$ cat src/rtl/regfile_pkg.sv
// Shared register-file types and widths, used by the write arbiter,
// register_file and the pipeline.
package regfile_pkg;
  localparam int XLEN       = 32;
  localparam int REG_ADDR_W = 5;
  localparam int NUM_REGS   = 32;

  typedef struct packed {
    logic [REG_ADDR_W-1:0] addr;
    logic [XLEN-1:0]       data;
  } rf_wr_req_t;
endpackage

$ cat src/rtl/rr_arbiter2.sv
// Two-input round-robin arbiter. last_grant names the most recent winner;
// under contention the other requester is granted.
module rr_arbiter2 (
  input  logic       clk,
  input  logic       rst_n,
  input  logic [1:0] valid,
  output logic [1:0] grant,
  output logic       last_grant
);

  always_comb begin
    grant = valid;
    if (valid == 2'b11) begin
      grant = last_grant ? 2'b01 : 2'b10;
    end
  end

  // Reset to 1 so requester 0 wins the first contention.
  always_ff @(posedge clk or negedge rst_n) begin
    if (!rst_n) begin
      last_grant <= 1'b1;
    end else if (|grant) begin
      last_grant <= grant[1];
    end
  end

endmodule

$ cat src/rtl/regfile_write_arbiter.sv
// Shares the register-file write port between ALU writeback and the load unit,
// and keeps the busy scoreboard the issue stage uses to stall on pending writes.
module regfile_write_arbiter
  import regfile_pkg::*;
(
  input  logic                  clk,
  input  logic                  rst_n,
  input  logic                  req0_valid,
  input  logic [REG_ADDR_W-1:0] req0_addr,
  input  logic [XLEN-1:0]       req0_data,
  output logic                  req0_ready,
  input  logic                  req1_valid,
  input  logic [REG_ADDR_W-1:0] req1_addr,
  input  logic [XLEN-1:0]       req1_data,
  output logic                  req1_ready,
  output logic                  wr_ena,
  output logic [REG_ADDR_W-1:0] wr_addr,
  output logic [XLEN-1:0]       wr_data,
  input  logic                  reserve_ena,
  input  logic [REG_ADDR_W-1:0] reserve_addr,
  input  logic [REG_ADDR_W-1:0] rs0_addr,
  input  logic [REG_ADDR_W-1:0] rs1_addr,
  output logic                  rs0_busy,
  output logic                  rs1_busy
);

  // Handshake: a request transfers on a posedge where valid and ready are both
  // high; ready is combinational and there is no backpressure from the write
  // port. A requester holds valid/addr/data stable until it sees ready.
  logic [1:0]          grant;
  logic                last_grant;
  rf_wr_req_t          sel_req;
  logic [NUM_REGS-1:1] busy_q;
  logic [NUM_REGS-1:0] busy_vec;

  rr_arbiter2 u_arb (
    .clk        (clk),
    .rst_n      (rst_n),
    .valid      ({req1_valid, req0_valid}),
    .grant      (grant),
    .last_grant (last_grant)
  );

  assign req0_ready = grant[0];
  assign req1_ready = grant[1];

  always_comb begin
    sel_req = '{addr: req0_addr, data: req0_data};
    if (grant[1]) begin
      sel_req = '{addr: req1_addr, data: req1_data};
    end
  end

  // x0 writes are accepted and latched but never enabled.
  always_ff @(posedge clk or negedge rst_n) begin
    if (!rst_n) begin
      wr_ena  <= 1'b0;
      wr_addr <= '0;
      wr_data <= '0;
    end else if (|grant) begin
      wr_ena  <= (sel_req.addr != '0);
      wr_addr <= sel_req.addr;
      wr_data <= sel_req.data;
    end else begin
      wr_ena  <= 1'b0;
    end
  end

  // Reserve has priority over the commit-edge clear of the same register.
  always_ff @(posedge clk or negedge rst_n) begin
    if (!rst_n) begin
      busy_q <= '0;
    end else begin
      for (int i = 1; i < NUM_REGS; i++) begin
        if (reserve_ena && reserve_addr == REG_ADDR_W'(i)) begin
          busy_q[i] <= 1'b1;
        end else if (wr_ena && wr_addr == REG_ADDR_W'(i)) begin
          busy_q[i] <= 1'b0;
        end
      end
    end
  end

  assign busy_vec = {busy_q, 1'b0};
  assign rs0_busy = busy_vec[rs0_addr];
  assign rs1_busy = busy_vec[rs1_addr];

endmodule
$ cat config.mk
export PLATFORM = sky130hd
export DESIGN_NAME = regfile_write_arbiter
export DESIGN_NICKNAME = d
export VERILOG_FILES = /design/src/rtl/regfile_pkg.sv /design/src/rtl/rr_arbiter2.sv /design/src/rtl/regfile_write_arbiter.sv
export SDC_FILE = /design/constraint.sdc
export NUM_CORES = 1
export LEC_CHECK = 0
export BUFFER_PORTS_ARGS = -buffer_cell sky130_fd_sc_hd__buf_4
export CAP_MARGIN = 20
export CORE_MARGIN = 1
export CORE_UTILIZATION = 53
export DETAILED_ROUTE_END_ITERATION = 8
export PLACE_DENSITY_LB_ADDON = 0.25
export RECOVER_POWER = 100
export SYNTH_ARGS = -nofsm -noshare
export SYNTH_HDL_FRONTEND = slang
export SYNTH_SLANG_ARGS = --single-unit
$ cat constraint.sdc
create_clock -name clk -period 4.3 [get_ports clk]
set_input_delay 0.43 -clock clk [delete_from_list [all_inputs] [get_ports clk]]
set_output_delay 0.43 -clock clk [all_outputs]
set_load 0.01 [all_outputs]
== Yosys cells after proc, flatten, opt, wreduce, memory -nomap -nowiden ==
Cells that the tools add are included.

* Div/mod/pow operators: 0
* Magnitude comparators: 2
* Bitwise logic cells: 0
* Add/sub/neg operators: 0
* Multiplexer cells: 70
* Eq/ne operators: 63
* Multipliers: 0
* Shifts and indexed selects: 0
* Reductions and logical operators: 95

{| class="wikitable"
|+ Operators with widths
! cell !! count
|-
| 5-bit == test, second input constant || 32
|-
| 5-bit by 4-bit == test with 1-bit output, second input constant || 16
|-
| 1-bit 2-to-1 mux || 65
|-
| 1-bit logical AND || 62
|-
| 2-bit nonzero test || 31
|-
| 5-bit by 3-bit == test with 1-bit output, second input constant || 8
|-
| 37-bit 2-to-1 mux || 1
|-
| 5-bit by 2-bit == test with 1-bit output, second input constant || 4
|-
| 5-bit by 6-bit less-than comparator with 1-bit output, second input constant || 2
|-
| 1-bit binary-select mux with 5-bit select || 2
|-
| 5-bit by 1-bit == test with 1-bit output, second input constant || 2
|-
| 5-bit nonzero test || 1
|-
| 2-bit 2-to-1 mux || 2
|-
| 2-bit == test, second input constant || 1
|-
| 2-bit OR reduction || 1
|}

* Memories: 0
* Word-level logic and storage cells: 265
* Output and inout bits: 42
* Latch bits: 0
* Input port bits: 94
* Register bits: 70
* Memory bits (read-only): 0
* Memory bits (writable): 0

== Depth between registers and ports, before layout ==
* Depth after elaboration: 5
* Gate-level depth with buffers: 7
* Mapped depth without buffers: 4

== Cells and area by module ==
A second synthesis with hierarchy kept.

* Cells, all modules: 376
* Area, all modules: 3693.5 µm²

{| class="wikitable"
|+ Modules (own cells, without submodules)
! module !! sequential area each (µm²) !! cells an instance !! instances !! area an instance (µm²)
|-
| regfile_write_arbiter || 1726.7 || 370 || 1 || 3639.7
|-
| rr_arbiter2 || 26.3 || 6 || 1 || 53.8
|}

== Worst setup path after synthesis ==
Ideal clock, no wire load.

* Kind: input -> output
* Start: in rs0_addr[0]
* End: out rs0_busy
* Slack: 2.340 ns
* Cell stages on the path: 5
* Buffers on the path: 1
* Arrival time: 1.530 ns
* Data required time: 3.870 ns
* Cells stage by stage: buf_6 mux4_1 mux2_2 nand3b_1 nand4_1

* Cells in the longest elaborated chain, start to end: 2

{| class="wikitable"
|+ RTL lines
! item !! RTL line !! text
|-
| start, declared || regfile_write_arbiter.sv:21 || <nowiki>input logic [REG_ADDR_W-1:0] rs0_addr,</nowiki>
|-
| 1-bit binary-select mux with 5-bit select || regfile_write_arbiter.sv:85 || <nowiki>assign rs0_busy = busy_vec[rs0_addr];</nowiki>
|-
| 1-bit 2-to-1 mux (implied by the code) || regfile_write_arbiter.sv:85 ||
|-
| end, declared || regfile_write_arbiter.sv:23 || <nowiki>output logic rs0_busy,</nowiki>
|}

Every way passes these cells. The select of a mux whose other input is x is not followed.

== Worst setup path after layout ==
* Start: reg u_arb.last_grant
* End: reg wr_addr[2]

* Cells in the longest elaborated chain, start to end: 3
* Elaborated cells between the ends (all ways): 4
* Those cells by class: mux (3); reduce/logical (1)

{| class="wikitable"
|+ RTL lines
! item !! RTL line !! text
|-
| start, declared || rr_arbiter2.sv:8 || <nowiki>output logic last_grant</nowiki>
|-
| start signal, assigned || rr_arbiter2.sv:23 || <nowiki>last_grant <= grant[1];</nowiki>
|-
| 2-bit 2-to-1 mux * || rr_arbiter2.sv:14 || <nowiki>grant = last_grant ? 2'b01 : 2'b10;</nowiki>
|-
| 2-bit 2-to-1 mux * || rr_arbiter2.sv:13 || <nowiki>if (valid == 2'b11) begin</nowiki>
|-
| 37-bit 2-to-1 mux or 2-bit OR reduction (tied branches) || regfile_write_arbiter.sv:49, regfile_write_arbiter.sv:60 ||
|-
| end signal, assigned || regfile_write_arbiter.sv:62 || <nowiki>wr_addr <= sel_req.addr;</nowiki>
|-
| end, declared || regfile_write_arbiter.sv:17 || <nowiki>output logic [REG_ADDR_W-1:0] wr_addr,</nowiki>
|}

Every way passes the cells marked *; elsewhere a longest branch is shown, timed or not.
A chain may end at the register's enable or synchronous reset.

==> impl_summary.txt <==
----------------------------------------------------
[Worst setup path]
  Worst-path maximum fanout ... 19
  Start point of the critical path ... u_arb.last_grant
  Worst Setup Path Type ... flop to flop
  Worst Reg2Reg Path Length in Cells ... 4
  Worst reg-to-reg setup slack ... 1230 ps
  Data arrival at the endpoint of the critical path ... 3350 ps
  CP top delay family ... compound AO/OA/AOI/OAI gates
  Startpoint type of the worst setup path ... flop
  Endpoint class of the critical path ... flop
  Worst path cell trace ... o21ai_0, clkbuf_1, o22ai_1, nor2_1
  Worst path buffer plus inverter count ... 1
  CP peak stage delay ... 1520 ps
  Cell with the largest stage delay on the worst path ... o21ai_0
  Destination of the worst register-to-register timing path ... wr_addr[2]
  Required time of the worst setup path ... 4580 ps
  Reg2Reg Launch Point ... u_arb.last_grant

[Synthesis]
  Async set or reset register ratio after synthesis ... 100%
  Library cell with the largest summed area after synthesis ... dfrtp_1
  Number of library cell types mapped by synthesis ... 34
  Number of nets in the synthesized netlist ... 469
  Synthesized instance count ... 375
  Count of flip-flops with a built-in enable after synthesis ... 0
  Syn avg cell area ... 9.42 um^2
  Most instantiated flip-flop cell in the synthesis netlist ... dfrtp_1
  Summed instance area of the synthesized netlist ... 3530 um^2
  Dominant cells by area after synthesis ... dfrtp_1 49%, o21ai_0 8.8%, nor2_1 8.2%
  Share of the yosys chip area belonging to registers ... 49.6%
  Library cell with the highest instance count after synthesis ... nor2_1
  Top post-synthesis cells by count ... 77 x nor2_1, 69 x dfrtp_1, 62 x o21ai_0
  Number of warning messages in the yosys log ... 0
  Post-synthesis sequential element count ... 70
  Synth top area share ... 48.9%

[Timing]
  Final worst-path setup slack ... 1230 ps
  Unrepaired setup endpoints after global routing ... no
  Max Clk Rate ... 325 MHz
  Sum of negative setup slack ... 0 ps
  Portion of the clock cycle consumed by the worst path in the final layout ... 71.5%
  Tightest slew margin relative to the limit ... -34.6%
  Final period demand of the worst path ... 3070 ps
  Worst Tran Pin Value ... 2000 ps
  Final setup skew ... 6.57 ps
  Count of final hold-check violations ... 0
  Number of endpoints failing setup at the final stage ... 0
  Max-slew violation total from the final report ... 19

[Route]
  Drt via density ... 6.07
  Antenna Nets Post-Route ... 0
  Wire length after detailed routing ... 10700 um
  Via count ... 3562
  Drt first pass iters ... 5
  Number of remaining DRC errors ... 0
  Starting DRT DRC Count ... 240
  WL/cell ... 18.3 um

[GRT]
  Via count of the first global-routing pass ... 3606
  Global-route usage over all layers ... 32.0%
  Maximum number of pins on one net before global-route repair ... 71
  Total congestion overflow after global routing ... 0
  Number of antenna violations at the first check in global routing ... 0
  Wire length of the first global-routing pass ... 17600 um

[Power]
  Clk pwr share ... 25.3%
  Pwr per Cell Area ... 460 nW/um^2
  Switching power summed over all nets ... 0.714 mW
  Cell leakage power ... 1.98 nW
  Int Power ... 1.40 mW
  Combinational group share of total power ... 27.2%
  Switching fraction of total power ... 33.7%
  Largest voltage drop on the vdd net ... 0.290 mV
  Sequential share of power ... 47.5%

[Status]
  Result of the run ... complete, but fails checks
  Failing checks ... max-capacitance violations, max-slew violations

[Placement]
  DP Worst Slack ... 2160 ps
  HPWL reported at the end of detailed placement ... 7980 um
  Weighted congestion at the end of routability-driven global placement ... 0.859
  Number of port buffers ... 135

[Floorplanning]
  Initial standard-cell utilization of the core ... 55.3%
  Chip width ... 83.6 um
  Placeable core region ... 6390 um^2
  Number of core rows ... 29
  Die Ht ... 83.6 um
  Area enclosed by the die boundary ... 6990 um^2
  Top-level I/O count ... 136

[Clock tree]
  Number of buffers on the longest clock path ... 2
  TritonCTS clock tree ... done
  Buffer count from post-CTS setup fixing ... 0
  Total CTS buffers ... 9
  CTS Root Cell ... clkbuf_8
  Clock slew seen by the registers of the worst setup and hold paths ... 70 ps
  Number of gates given a new drive strength after cts ... 0
  Worst skew pair latency ... 350 ps
  Hold buffer count at cts ... 0
  Sink Count ... 70
  Depth of the CTS H-tree ... 3

[Final layout]
  Final Net Count ... 599
  # fillers ... 528
  Synthesis-to-finish area growth ... 30.4%
  Antenna cells ... 0
  Fraction of final layout cells sized beyond drive strength 1 ... 23.3%

[Job]
  MaxCap Viol Count ... 1

[Min path]
  Kind of path behind the tightest hold check ... primary input to asynchronous set/reset pin

----------------------------------------------------
-- worst reg2reg max path: cells and delay by family, from the launching register on --
kind / cells / cell delay [ps]
simple gates: 1 / 140
buf+inv: 1 / 750
compound gates: 2 / 1740
flops: 1 / 390
-- power groups by stage --
stage | registers, mW | clock network (mW) | logic (mW)
after detailed placement | 1.01 | 0 | 0.613
after global placement | 0.999 | 0 | 0.587
after global routing | 1.03 | 0.564 | 0.638
final | 1.01 | 0.536 | 0.576
after floorplan | 0.971 | 0 | 0.341
after CTS | 1.00 | 0.537 | 0.617
-- layout by cell type (no fill, tap or decap), types with 2 or more instances in the layout --
master / count
o221a_2: 3
or4_1: 3
nand4b_1: 2
nand2_1: 14
dfrtp_1: 69
a22oi_1: 4
nor2b_1: 8
nand4_1: 4
nand3b_1: 3
inv_1: 5
clkbuf_1: 44
nand3_1: 14
buf_4: 93
or2_2: 3
mux2i_1: 20
o22ai_1: 35
nor2_1: 77
o21ai_0: 63
clkbuf_8: 14
nand2b_1: 9
a21oi_1: 5
mux4_2: 3
mux4_1: 3
-- layer usage --
metal | global-route usage [%] | part of all wire [%] | vias to the layer above
li1 | - | - | 1628
met1 | 36.5 | 37 | 1727
met2 | 57.0 | 51 | 177
met3 | 7.91 | 7.7 | 30
met4 | 13.9 | 3.4 | 0
met5 | 0 | 0 | -
-- kinds of logic (layout without fill, tap and decap cells) --
| family | Yosys count | in the layout | synth area share (%) |
|---|---|---|---|
| multiplexers | 28 | 28 | 10.4 |
| AND/OR/NAND/NOR | 139 | 139 | 18.1 |
| AO/OA/AOI/OAI | 115 | 115 | 18.9 |
| buffers and inverters | 23 | 158 | 2.98 |
| flip-flops | 70 | 70 | 49.6 |
-- how the worst max path moves through the flow --
stage                            end  slack [ps]  cells past startpoint
after floorplan             rs0_busy        2340                      5
after global placement      rs0_busy        2190                      6
after detailed placement    rs0_busy        2160                      6
after CTS                 req1_ready        1920                      4
after global routing      wr_addr[2]         930                      4
final                     wr_addr[2]        1230                      4
-- metrics by stage --
step	cells	area, um^2	utilization [%]	power (mW)	hold WS, ps
detailed placement	571	4570	71.6	1.63	511
global placement	571	4570	71.6	1.59	504
CTS	587	4780	74.8	2.16	220
finish	587	4610	72.1	2.12	171
global route	587	4610	72.1	2.23	263
floorplan	375	3530	-	1.31	134
-- final cells by class --
| cell class | instances | area [um^2] | share of cell area, % |
|---|---|---|---|
| Sequential cell | 70 | 1750 | 38.0 |
| Clock inverter | 2 | 12.5 | 0.272 |
| Timing Repair Buffer | 137 | 863 | 18.7 |
| Clock buffer | 14 | 193 | 4.18 |
| Inverter | 5 | 18.8 | 0.407 |
| Tap cell | 77 | 96.3 | 2.09 |
| Multi-Input combinational cell | 282 | 1670 | 36.3 |
-- sequential cells by signal, summed over array words and instances, names as in the netlist --
signal	cells
wr_data	32
wr_addr	5
u_arb.last_grant	1
wr_ena	1
busy_q	31
(Power assumes the default switching activity.)
